==> src/rtl/core_bus_pkg.sv <==
// Shared types and constants for the single-port memory bus arbiter.
package core_bus_pkg;

    typedef enum logic [1:0] {
        IDLE,
        GRANT_D,
        GRANT_I,
        RESP
    } arb_state_t;

    typedef enum logic {
        GNT_INST,
        GNT_DATA
    } grant_t;

    // Wide enough for any supported data width; the top slices what it needs.
    localparam int                    BE_MAX_W = 16;
    localparam logic [BE_MAX_W-1:0]   BE_ALL   = '1;

endpackage

==> src/rtl/bus_timeout_cnt.sv <==
// Counts cycles spent waiting in a grant state; flags expiry on the last
// permitted wait cycle so the grant lasts exactly TIMEOUT_CYCLES cycles.
module bus_timeout_cnt #(
    parameter int TIMEOUT_CYCLES = 64,
    parameter int CNT_WIDTH      = 8
) (
    input  logic clk_i,
    input  logic rst_i,
    input  logic clear_i,
    input  logic enable_i,
    output logic expired_o
);

    generate
        if (TIMEOUT_CYCLES == 0) begin : g_disabled
            assign expired_o = 1'b0;
        end else begin : g_enabled
            localparam logic [CNT_WIDTH-1:0] L_LAST = CNT_WIDTH'(TIMEOUT_CYCLES - 1);

            logic [CNT_WIDTH-1:0] r_cnt;

            // NOTE: sequential state uses non-blocking assignments so every flop samples pre-edge values.
            always_ff @(posedge clk_i or posedge rst_i) begin
                if (rst_i) begin
                    r_cnt <= '0;
                end else if (clear_i) begin
                    r_cnt <= '0;
                end else if (enable_i) begin
                    r_cnt <= r_cnt + CNT_WIDTH'(1);
                end
            end

            assign expired_o = enable_i & (r_cnt == L_LAST);
        end
    endgenerate

endmodule

==> src/rtl/mem_bus_arbiter.sv <==
// Round-robin arbiter sharing one request/acknowledge memory bus between the
// instruction-fetch port and the MEM-stage data port, with registered responses.
module mem_bus_arbiter
    import core_bus_pkg::*;
#(
    parameter int ADDR_WIDTH     = 32,
    parameter int DATA_WIDTH     = 32,
    parameter int TIMEOUT_CYCLES = 64,
    parameter int CNT_WIDTH      = 8
) (
    input  logic                    clk_i,
    input  logic                    rst_i,
    input  logic                    inst_ce_i,
    input  logic [ADDR_WIDTH-1:0]   inst_addr_i,
    output logic [DATA_WIDTH-1:0]   inst_o,
    output logic                    inst_valid_o,
    input  logic                    data_ce_i,
    input  logic                    data_we_i,
    input  logic [ADDR_WIDTH-1:0]   data_addr_i,
    input  logic [DATA_WIDTH-1:0]   data_wdata_i,
    input  logic [DATA_WIDTH/8-1:0] data_be_i,
    output logic [DATA_WIDTH-1:0]   data_rdata_o,
    output logic                    data_valid_o,
    output logic                    stallreq_if_o,
    output logic                    stallreq_mem_o,
    output logic                    bus_req_o,
    output logic                    bus_we_o,
    output logic [ADDR_WIDTH-1:0]   bus_addr_o,
    output logic [DATA_WIDTH-1:0]   bus_wdata_o,
    output logic [DATA_WIDTH/8-1:0] bus_be_o,
    input  logic                    bus_ack_i,
    input  logic [DATA_WIDTH-1:0]   bus_rdata_i,
    output logic                    err_o
);

    localparam int              BE_W     = DATA_WIDTH / 8;
    localparam logic [BE_W-1:0] L_BE_ALL = BE_ALL[BE_W-1:0];

    arb_state_t             r_state;
    arb_state_t             w_next_state;
    grant_t                 r_last_grant;
    logic                   r_bus_req;
    logic                   r_bus_we;
    logic [ADDR_WIDTH-1:0]  r_bus_addr;
    logic [DATA_WIDTH-1:0]  r_bus_wdata;
    logic [BE_W-1:0]        r_bus_be;
    logic [DATA_WIDTH-1:0]  r_inst;
    logic [DATA_WIDTH-1:0]  r_data_rdata;
    logic                   r_err;

    logic w_in_grant;
    logic w_grant_d;
    logic w_expired;
    logic w_done;

    assign w_in_grant = (r_state == GRANT_D) || (r_state == GRANT_I);
    // Data wins a tie only when fetch was served last.
    assign w_grant_d  = data_ce_i & (~inst_ce_i | (r_last_grant == GNT_INST));
    assign w_done     = w_in_grant & (bus_ack_i | w_expired);

    bus_timeout_cnt #(
        .TIMEOUT_CYCLES (TIMEOUT_CYCLES),
        .CNT_WIDTH      (CNT_WIDTH)
    ) u_timeout (
        .clk_i     (clk_i),
        .rst_i     (rst_i),
        .clear_i   (r_state == RESP),
        .enable_i  (w_in_grant),
        .expired_o (w_expired)
    );

    always_ff @(posedge clk_i or posedge rst_i) begin
        if (rst_i) begin
            r_state <= IDLE;
        end else begin
            r_state <= w_next_state;
        end
    end

    // NOTE: defaulting next state first keeps this block free of inferred latches.
    always_comb begin
        w_next_state = r_state;
        case (r_state)
            IDLE: begin
                if (w_grant_d) begin
                    w_next_state = GRANT_D;
                end else if (inst_ce_i) begin
                    w_next_state = GRANT_I;
                end
            end
            GRANT_D, GRANT_I: begin
                if (w_done) begin
                    w_next_state = RESP;
                end
            end
            RESP:    w_next_state = IDLE;
            default: w_next_state = IDLE;
        endcase
    end

    always_ff @(posedge clk_i or posedge rst_i) begin
        if (rst_i) begin
            r_last_grant <= GNT_INST;
            r_bus_req    <= 1'b0;
            r_bus_we     <= 1'b0;
            r_bus_addr   <= '0;
            r_bus_wdata  <= '0;
            r_bus_be     <= '0;
            r_inst       <= '0;
            r_data_rdata <= '0;
            r_err        <= 1'b0;
        end else begin
            r_err <= 1'b0;
            if (r_state == IDLE) begin
                if (w_grant_d) begin
                    r_last_grant <= GNT_DATA;
                    r_bus_req    <= 1'b1;
                    r_bus_we     <= data_we_i;
                    r_bus_addr   <= data_addr_i;
                    r_bus_wdata  <= data_wdata_i;
                    r_bus_be     <= data_be_i;
                end else if (inst_ce_i) begin
                    r_last_grant <= GNT_INST;
                    r_bus_req    <= 1'b1;
                    r_bus_we     <= 1'b0;
                    r_bus_addr   <= inst_addr_i;
                    r_bus_wdata  <= '0;
                    r_bus_be     <= L_BE_ALL;
                end
            end
            if (w_done) begin
                r_bus_req <= 1'b0;
                r_err     <= ~bus_ack_i;
                // A timeout or a completed write returns zero to the port.
                if (r_state == GRANT_I) begin
                    r_inst <= bus_ack_i ? bus_rdata_i : '0;
                end else begin
                    r_data_rdata <= (bus_ack_i && !r_bus_we) ? bus_rdata_i : '0;
                end
            end
        end
    end

    // Valid is gated by the live request so a port that gave up gets no pulse.
    assign inst_valid_o   = (r_state == RESP) && (r_last_grant == GNT_INST) && inst_ce_i;
    assign data_valid_o   = (r_state == RESP) && (r_last_grant == GNT_DATA) && data_ce_i;
    assign stallreq_if_o  = inst_ce_i & ~inst_valid_o;
    assign stallreq_mem_o = data_ce_i & ~data_valid_o;

    assign inst_o       = r_inst;
    assign data_rdata_o = r_data_rdata;
    assign bus_req_o    = r_bus_req;
    assign bus_we_o     = r_bus_we;
    assign bus_addr_o   = r_bus_addr;
    assign bus_wdata_o  = r_bus_wdata;
    assign bus_be_o     = r_bus_be;
    assign err_o        = r_err;

endmodule
==> config.mk <==
export PLATFORM = sky130hd
export DESIGN_NAME = mem_bus_arbiter
export DESIGN_NICKNAME = d
export VERILOG_FILES = /design/src/rtl/core_bus_pkg.sv /design/src/rtl/bus_timeout_cnt.sv /design/src/rtl/mem_bus_arbiter.sv
export SDC_FILE = /design/constraint.sdc
export NUM_CORES = 1
export LEC_CHECK = 0
export CAP_MARGIN = 25
export CORE_MARGIN = 5
export CORE_UTILIZATION = 40
export DETAILED_ROUTE_END_ITERATION = 10
export PLACE_DENSITY = 0.77
export SETUP_SLACK_MARGIN = 0.05
export SLEW_MARGIN = 25
export SYNTH_ARGS = -nofsm -noshare
export SYNTH_HDL_FRONTEND = slang
export SYNTH_SLANG_ARGS = --single-unit
==> constraint.sdc <==
create_clock -name clk_i -period 4.9 [get_ports clk_i]
set_input_delay 0.49 -clock clk_i [delete_from_list [all_inputs] [get_ports clk_i]]
set_output_delay 0.49 -clock clk_i [all_outputs]
set_load 0.005 [all_outputs]
==> flow_metrics.tcl <==
set metrics [dict create \
    outcome "finished, final reports clean" \
    synthToLayoutAreaGrowth_pct 58.9 \
    cts_tree "yes" \
    grt_pass1_vias 5175 \
    postCtsHoldBufs 0 \
    synth.yosys.warnings 0 \
    timing.fmax_ghz 0.423 \
    die_h_um 131 \
    synth_ff_type "dfrtp_1" \
    worstPathBufferInverterCount 1 \
    leakagePower_nw 4.17 \
    drc_errors 0 \
    clk_path_buf_depth 2 \
    p_sw_mw 1.80 \
    core_mm2 0.0144 \
    p_per_area_mw_per_mm2 613 \
    clk_pin_slew_ns 0.06 \
    synthCells 445 \
    hp-class "register to register" \
    min_period_ns 2.37 \
    cts-htree-levels 4 \
    drt-initial-drc-count 243 \
    synth_edf_count 0 \
    peakVddDrop_mv 0.312 \
    viasPerCell 5.27 \
    gp_congestion 0.828 \
    grt_usage_pct 21.5 \
    post_cts_buffers 0 \
    yosysMostFrequentCell "dfrtp_1" \
    finalNetCount 856 \
    arrival_ns 1.88 \
    swShare_pct 31.5 \
    hold_viol_final 0 \
    dp_hpwl_um 13200 \
    slew_headroom_pct 52.0 \
    cp_slowest_stage_delay_ns 0.56 \
    place.port_buffers 276 \
    start_util_pct 40.6 \
    power_frac_seq_pct 36.1 \
    synth.distinct_cells 36 \
    cts_resized 0 \
    vias 4793 \
    cts-buffers-inserted 17 \
    worstPathRequired_ns 4.41 \
    diodes 0 \
    crit_path_end_kind "output pin" \
    synth_top_cell_by_area "dfrtp_1" \
    syn_nets 588 \
    maxSlewViolCount 0 \
    routed_wl_um 18300 \
    p_clk_share_pct 21.7 \
    crit_chain "ha_1 -> a21boi_0 -> clkdlybuf4s50_1" \
    cap_violations 0 \
    fillers 1078 \
    synth-seq-area-share_pct 62.5 \
    antenna_found_initial 0 \
    worstMarginPinSlew_ns 0.719 \
    rows 44 \
    grt_start_max_net_pins 106 \
    synthArstFlopShare_pct 100 \
    post_drt_wl_per_cell_um 20.1 \
    syn-cell-area_mm2 0.00585 \
    gr-total-overflow 0 \
    fin_skew_ns 0.0128 \
    die_area_mm2 0.0171 \
    setup_viol 0 \
    crit_path_top_delay_cell "clkdlybuf4s50_1" \
    p_int_mw 3.90 \
    min_period_over_period_pct 48.3 \
    comb_power_share_pct 42.2 \
    rsz0062_at_grt "no" \
    cts.sinks 146 \
    synthTopCellsByCount "dfrtp_1 (146), a22o_1 (96), nand2_1 (38), o21ai_0 (37), mux2i_1 (36)" \
    detail-route-antenna-nets 0 \
    clock_latency_ns 0.42 \
    ioPinCount 277 \
    synth_area_leaders "dfrtp_1 (62%), a22o_1 (14%), mux2i_1 (6.2%)" \
    hold_ws_ns 0.488 \
    die-width_um 131 \
    root_buffer "clkbuf_16" \
    setup_tns_ns 0 \
    crit_path_start_kind "register" \
    synth_seq_cells 146 \
    syn-mean-instance-area_um2 13.1 \
    critical_path_class "register to output pin" \
    drive_gt1_share_pct 6.61 \
    cp_top_family "buffers and inverters" \
    grt_pass1_wl_um 27900 \
    critPathMaxFanout 10 \
    synth_top_area_share_pct 62.5 \
    drt_pass1_iterations 4 \
]
[layout by cell type (no fill, tap or decap), types with 2 or more instances in the layout]
cell               n
clkdlybuf4s50_1  276
dfrtp_1          146
a22o_1            96
nand2_1           38
o21ai_0           37
mux2i_1           36
clkbuf_16         17
nor2_1             8
ha_1               5
clkinvlp_4         5
buf_4              5
o22a_1             4
inv_1              4
nand3_1            4
a21oi_1            4
and3_1             3
nor3_1             3
clkbuf_8           3
a22o_2             2
nor2b_1            2
a21boi_0           2
xor2_1             2
clkinv_2           2
clkinv_4           2
[flip-flops by register name, summed over array words and instances, names as in the netlist]
name                       flops
bus_addr_o                    32
bus_be_o                       4
bus_req_o                      1
bus_wdata_o                   32
bus_we_o                       1
data_rdata_o                  32
err_o                          1
inst_o                        32
r_last_grant                   1
r_state                        2
u_timeout.g_enabled.r_cnt      8
[tightest hold or removal path: stages (launching register included)]
cell,delay (ns)
dfrtp_1,0.34
nand2_1,0.05
o21ai_0,0.06
[cell type report]
class	count	area (µm²)	area share, %
Sequential cell	146	3650	39.3
Timing Repair Buffer	283	2840	30.5
Multi-Input combinational cell	260	1970	21.2
Clock buffer	21	470	5.06
Tap cell	184	230	2.48
Clock inverter	11	104	1.12
Inverter	5	26.3	0.283
[kinds of logic after synthesis]
logic type	after synthesis	share of synthesized area [%]
compound gates	150	19.9
flops	146	62.5
simple gates	66	5.58
buf+inv	39	4.34
mux	36	6.16
fa+ha+maj	5	1.07
xor+xnor	3	0.449
[stage by stage]
stage	std cells	area [µm²]	total power [mW]	utilization [%]	worst slack, ns
6_report	910	9290	5.69	64.4	2.53
5_1_grt	910	9290	6.06	64.4	2.43
3_3_place_gp	876	8680	4.38	60.2	2.15
3_5_place_dp	877	8690	4.45	60.2	2.07
2_1_floorplan	445	5850	3.08	-	0.487
4_1_cts	909	9260	5.74	64.2	2.49
[per-layer routing]
layer  GRT usage [%]  part of all wire, %  vias up
met2            34.1                   47      235
li1                -                    -     2179
met1            25.7                   39     2344
met4            8.23                  2.7        0
met5               0                    0        -
met3            9.72                   11       35
[power groups by stage]
stage / combinational (mW) / clock [mW] / sequential (mW)
6_report: 2.41 / 1.23 / 2.05
5_1_grt: 2.62 / 1.32 / 2.11
4_1_cts: 2.43 / 1.26 / 2.05
3_5_place_dp: 2.40 / 0 / 2.05
3_3_place_gp: 2.34 / 0 / 2.04
2_1_floorplan: 1.04 / 0 / 2.04
[worst paths after layout]
path | startpoint | endpoint | slack [ns] | cells past startpoint
min in group asynchronous | rst_i | inst_o[11] | 0.57 | 2
worst min register to register | bus_addr_o[31] | bus_addr_o[31] | 0.49 | 2
max in group asynchronous | rst_i | inst_o[22] | 3.24 | 3
worst min-delay path | bus_addr_o[31] | bus_addr_o[31] | 0.49 | 2
worst max register to register | r_state[1] | inst_o[1] | 2.77 | 5
worst max-delay path | r_state[1] | stallreq_mem_o | 2.53 | 3
Note: power is estimated with default switching activity, not from simulation.
==> RTL edit 1, RTL diff (same settings) <==
One comparison of `r_cnt` changes from == to >=.
--- a/src/rtl/bus_timeout_cnt.sv
+++ b/src/rtl/bus_timeout_cnt.sv
@@ -30,7 +30,7 @@
                 end
             end
 
-            assign expired_o = enable_i & (r_cnt == L_LAST);
+            assign expired_o = enable_i & (r_cnt >= L_LAST);
         end
     endgenerate
 
Behaviour: same outputs for any inputs over 4 cycles, from zero or initial values and one cycle with rst_i high; that may be too few to reach the edited logic, so the function may still have changed.
==> RTL edit 1 against the original RTL <==
Sequential power up 2%; non-clock buffer count decreased by 3; worst setup slack lost 0.072 ns; final area fell by 0.50%; via count shrank 1.2%; sequential cell count did not move; power increased by 1.1%; combinational power increased by 2%; sequential share of layout area up 0.20 points; clock skew down 0.0068 ns; wire length shrank 6.1%; synthesized area grew 0.43%; first-iteration DRC count is 25% lower; largest power group unchanged; highest routed layer unchanged.
==> RTL edit 1: results (changes against the original RTL) <==
\begin{tabular}{lr}
\hline
Metric & Value \\
\hline
\multicolumn{2}{l}{\textbf{Layout}} \\
Share of final-layout standard cells stronger than drive strength 1 & 6.759\% (+0.15 points) \\
Count of plain and timing-repair buffers & 280 (-1.1\%) \\
Fraction of standard cell area in multi-input logic & 21.53\% (+0.32 points) \\
Clock network area share & 5.994\% (-0.19 points) \\
Sequential share of cell area & 39.51\% (+0.20 points) \\
Count of sequential standard cells & 146 (unchanged) \\
CLK BUF & 20 (-4.8\%) \\
\multicolumn{2}{l}{\textbf{Drt}} \\
Detailed Route Iter0 Violations & 183 (-25\%) \\
Total vias in the final route & 4736 (-1.2\%) \\
\multicolumn{2}{l}{\textbf{Global routing}} \\
Number of global-route vias before repair & 5042 (-2.6\%) \\
Largest net degree at the start of global routing & 113 (+6.6\%) \\
Total global-route track usage & 19.82\% (-1.6 points) \\
\multicolumn{2}{l}{\textbf{Synthesis}} \\
Mean Syn Cell Area & 13.14 um\^{}2 (about the same) \\
Share of the yosys chip area belonging to registers & 62.19\% (-0.27 points) \\
Synthesized netlist net count & 590 (+0.34\%) \\
Largest cells by area after synthesis & sky130\_fd\_sc\_hd\_\_dfrtp\_1, sky130\_fd\_sc\_hd\_\_a22o\_1, sky130\_fd\_sc\_hd\_\_mux2i\_1, sky130\_fd\_sc\_hd\_\_o21ai\_0, sky130\_fd\_sc\_hd\_\_nand2\_1 \\
Top cell types by occurrence after synthesis & sky130\_fd\_sc\_hd\_\_dfrtp\_1, sky130\_fd\_sc\_hd\_\_a22o\_1, sky130\_fd\_sc\_hd\_\_nand2\_1 \\
\multicolumn{2}{l}{\textbf{STA}} \\
Headroom to the max-slew limit & 45.32\% (-6.7 points) \\
Final clock skew & 0.005989 ns (-0.006771 ns) \\
Clock period minus final worst setup slack & 2.438 ns (+0.07246 ns) \\
\multicolumn{2}{l}{\textbf{Critical path}} \\
Number of cells on the worst reg-to-reg path & 4 (-1) \\
Biggest cell delay along the critical path & 0.52 ns (-0.04 ns) \\
Biggest fanout along the worst timing path & 11 (+1) \\
Register-to-register setup slack & 2.85 ns (+0.08 ns) \\
Critical Path AT & 1.95 ns (+0.07 ns) \\
\multicolumn{2}{l}{\textbf{Status}} \\
Outcome & completed \\
\multicolumn{2}{l}{\textbf{Worst hold path}} \\
Min-delay src & bus\_addr\_o[25] \\
\multicolumn{2}{l}{\textbf{Power}} \\
Peak supply drop & 0.2704 mV (-13\%) \\
\multicolumn{2}{l}{\textbf{Placement}} \\
DP HPWL & 12420 um (-5.7\%) \\
\hline
\end{tabular}
RTL edit 1: per-layer routing:
layer / wire (um) / up-vias / part of all wire (%) / track usage (%)
li1: - / 2182 / - / -
met1: 7011 / 2286 / 41 / 24.57
met4: 424 / 0 / 2.5 / 7.621
met5: 0 / - / 0 / 0
met3: 1665 / 28 / 9.7 / 7.989
met2: 8051 / 240 / 47 / 31.18
RTL edit 1: cell families (layout without fill, tap and decap cells):
kind of cell,Yosys count,in the layout,share of synthesized area [%]
compound gates,155,155,20.32
flops,146,146,62.19
simple gates,66,66,5.794
buf+inv,38,316,4.345
mux,35,35,5.985
fa+ha+maj,5,5,1.065
xor+xnor,2,2,0.2982
RTL edit 1: power breakdown:
group	leakage, nW	total (W)	switching [W]	internal, W
sequential	1.85	0.00209	0.000335	0.00175
combinational	1.98	0.00247	0.000991	0.00148
clock	0.255	0.00120	0.000485	0.000711
total	4.08	0.00575	0.00181	0.00394
==> RTL edit 2, RTL diff (same flow settings) <==
Made on the original files. `ADDR_WIDTH`: 32 -> 16.
--- a/src/rtl/mem_bus_arbiter.sv
+++ b/src/rtl/mem_bus_arbiter.sv
@@ -3,7 +3,7 @@
 module mem_bus_arbiter
     import core_bus_pkg::*;
 #(
-    parameter int ADDR_WIDTH     = 32,
+    parameter int ADDR_WIDTH     = 16,
     parameter int DATA_WIDTH     = 32,
     parameter int TIMEOUT_CYCLES = 64,
     parameter int CNT_WIDTH      = 8
Ports: changed (resized bus_addr_o, data_addr_i and inst_addr_i); port bits go from 277 to 229. No check against the original RTL was run, so the function may have changed too.
==> RTL edit 2 against the original RTL <==
Final area shrank 12%; sequential power down 11%; wire length decreased by 17%; global-route usage fell by 0.72 points; clock power increased by 12%; critical path type is now reg2reg; clock skew down 0.0016 ns; synthesized area shrank 13%; worst setup slack lost 0.12 ns; synthesized cell count down 15%; power fell by 7.3%; non-clock buffer count is 50 lower; core utilization rose by 0.68 points; sequential cell count is 16 lower; sequential share of layout area grew 0.60 points; highest routed layer unchanged.
==> RTL edit 2: results (changes against the original RTL) <==
\begin{tabular}{lr}
\hline
Metric & Value \\
\hline
\multicolumn{2}{l}{\textbf{STA}} \\
Worst hold slack & 0.4796 ns (-0.007976 ns) \\
Post-route clock period utilization & 50.72\% (+2.4 points) \\
Headroom to the max-slew limit & 46.94\% (-5.1 points) \\
\multicolumn{2}{l}{\textbf{Critical path}} \\
Family with the most delay on the worst path & compound AO/OA/AOI/OAI gates \\
Biggest fanout along the worst timing path & 32 (+22) \\
Biggest cell delay along the critical path & 0.62 ns (+0.06 ns) \\
Worst-path cell with the longest stage delay & sky130\_fd\_sc\_hd\_\_nand3b\_2 \\
\multicolumn{2}{l}{\textbf{Placement}} \\
Routability cong. & 0.7663 (-7.4\%) \\
Count of buffers inserted at the top-level ports & 228 (-17\%) \\
DP HPWL & 10630 um (-19\%) \\
\multicolumn{2}{l}{\textbf{Power}} \\
Leakage power summed over all cells & 3.637 nW (-13\%) \\
\multicolumn{2}{l}{\textbf{Status}} \\
Outcome & completed \\
\multicolumn{2}{l}{\textbf{Synthesis}} \\
Number of unique standard cell types used by synthesis & 34 (-5.6\%) \\
Largest cells by area after synthesis & sky130\_fd\_sc\_hd\_\_dfrtp\_1, sky130\_fd\_sc\_hd\_\_a22o\_1, sky130\_fd\_sc\_hd\_\_mux2i\_1, sky130\_fd\_sc\_hd\_\_a22o\_2, sky130\_fd\_sc\_hd\_\_o21ai\_0 \\
Share of the yosys chip area belonging to registers & 64.12\% (+1.7 points) \\
Synthesized netlist net count & 491 (-16\%) \\
\multicolumn{2}{l}{\textbf{Global routing}} \\
Total global-route track usage & 20.75\% (-0.72 points) \\
Largest net degree at the start of global routing & 92 (-13\%) \\
\multicolumn{2}{l}{\textbf{Layout}} \\
Share of final-layout standard cells stronger than drive strength 1 & 9.578\% (+3.0 points) \\
Number of nets in the finished design & 714 (-17\%) \\
Fill cells & 990 (-8.2\%) \\
\multicolumn{2}{l}{\textbf{Drt}} \\
Detailed Route Iter0 Violations & 290 (+19\%) \\
Wirelength, routed & 15070 um (-17\%) \\
Total vias in the final route & 4144 (-14\%) \\
Average detailed-routed wire length per instance & 19.13 um (-4.7\%) \\
\hline
\end{tabular}
## RTL edit 2: layout make-up
| cell class | instances | area share (%) |
|---|---|---|
| Timing Repair Buffer | 233 | 28.46 |
| Inverter | 5 | 0.2917 |
| Clock buffer | 24 | 6.279 |
| Multi-Input combinational cell | 216 | 20.62 |
| Tap cell | 172 | 2.640 |
| Clock inverter | 8 | 1.796 |
| Sequential cell | 130 | 39.91 |
## RTL edit 2: worst paths after layout
path	start	to	cells past startpoint
max	u_timeout.g_enabled.r_cnt[0]	data_rdata_o[25]	5
min	bus_addr_o[9]	bus_addr_o[9]	2
max reg2reg	u_timeout.g_enabled.r_cnt[0]	data_rdata_o[25]	5
min reg2reg	bus_addr_o[9]	bus_addr_o[9]	2
max in group asynchronous	rst_i	inst_o[21]	3
min in group asynchronous	rst_i	bus_wdata_o[17]	2
## RTL edit 2: per-layer routing
layer | share of wire (%) | global-route usage (%) | vias to the layer above | routed length (um)
li1 | - | - | 1865 | -
met1 | 39 | 25.09 | 2052 | 5894
met2 | 49 | 33.39 | 200 | 7421
met3 | 9.5 | 8.433 | 27 | 1427
met4 | 2.2 | 7.838 | 0 | 331
met5 | 0 | 0 | - | 0
## RTL edit 2: kinds of logic after synthesis
group / after synthesis / share of synthesized area (%)
AOI/OAI and AO/OA: 140 / 22.64
DFF: 130 / 64.12
and+or+nand+nor: 51 / 4.932
buffers and inverters: 34 / 3.181
muxes: 18 / 3.551
adders and majority gates: 5 / 1.233
xor gates and xnor gates: 2 / 0.3453
## RTL edit 2: power breakdown
group	leakage [nW]	switching [W]	internal, W	total, W
logic	1.67	0.000829	0.00125	0.00208
registers	1.65	0.000286	0.00153	0.00182
clock network	0.322	0.000451	0.000932	0.00138
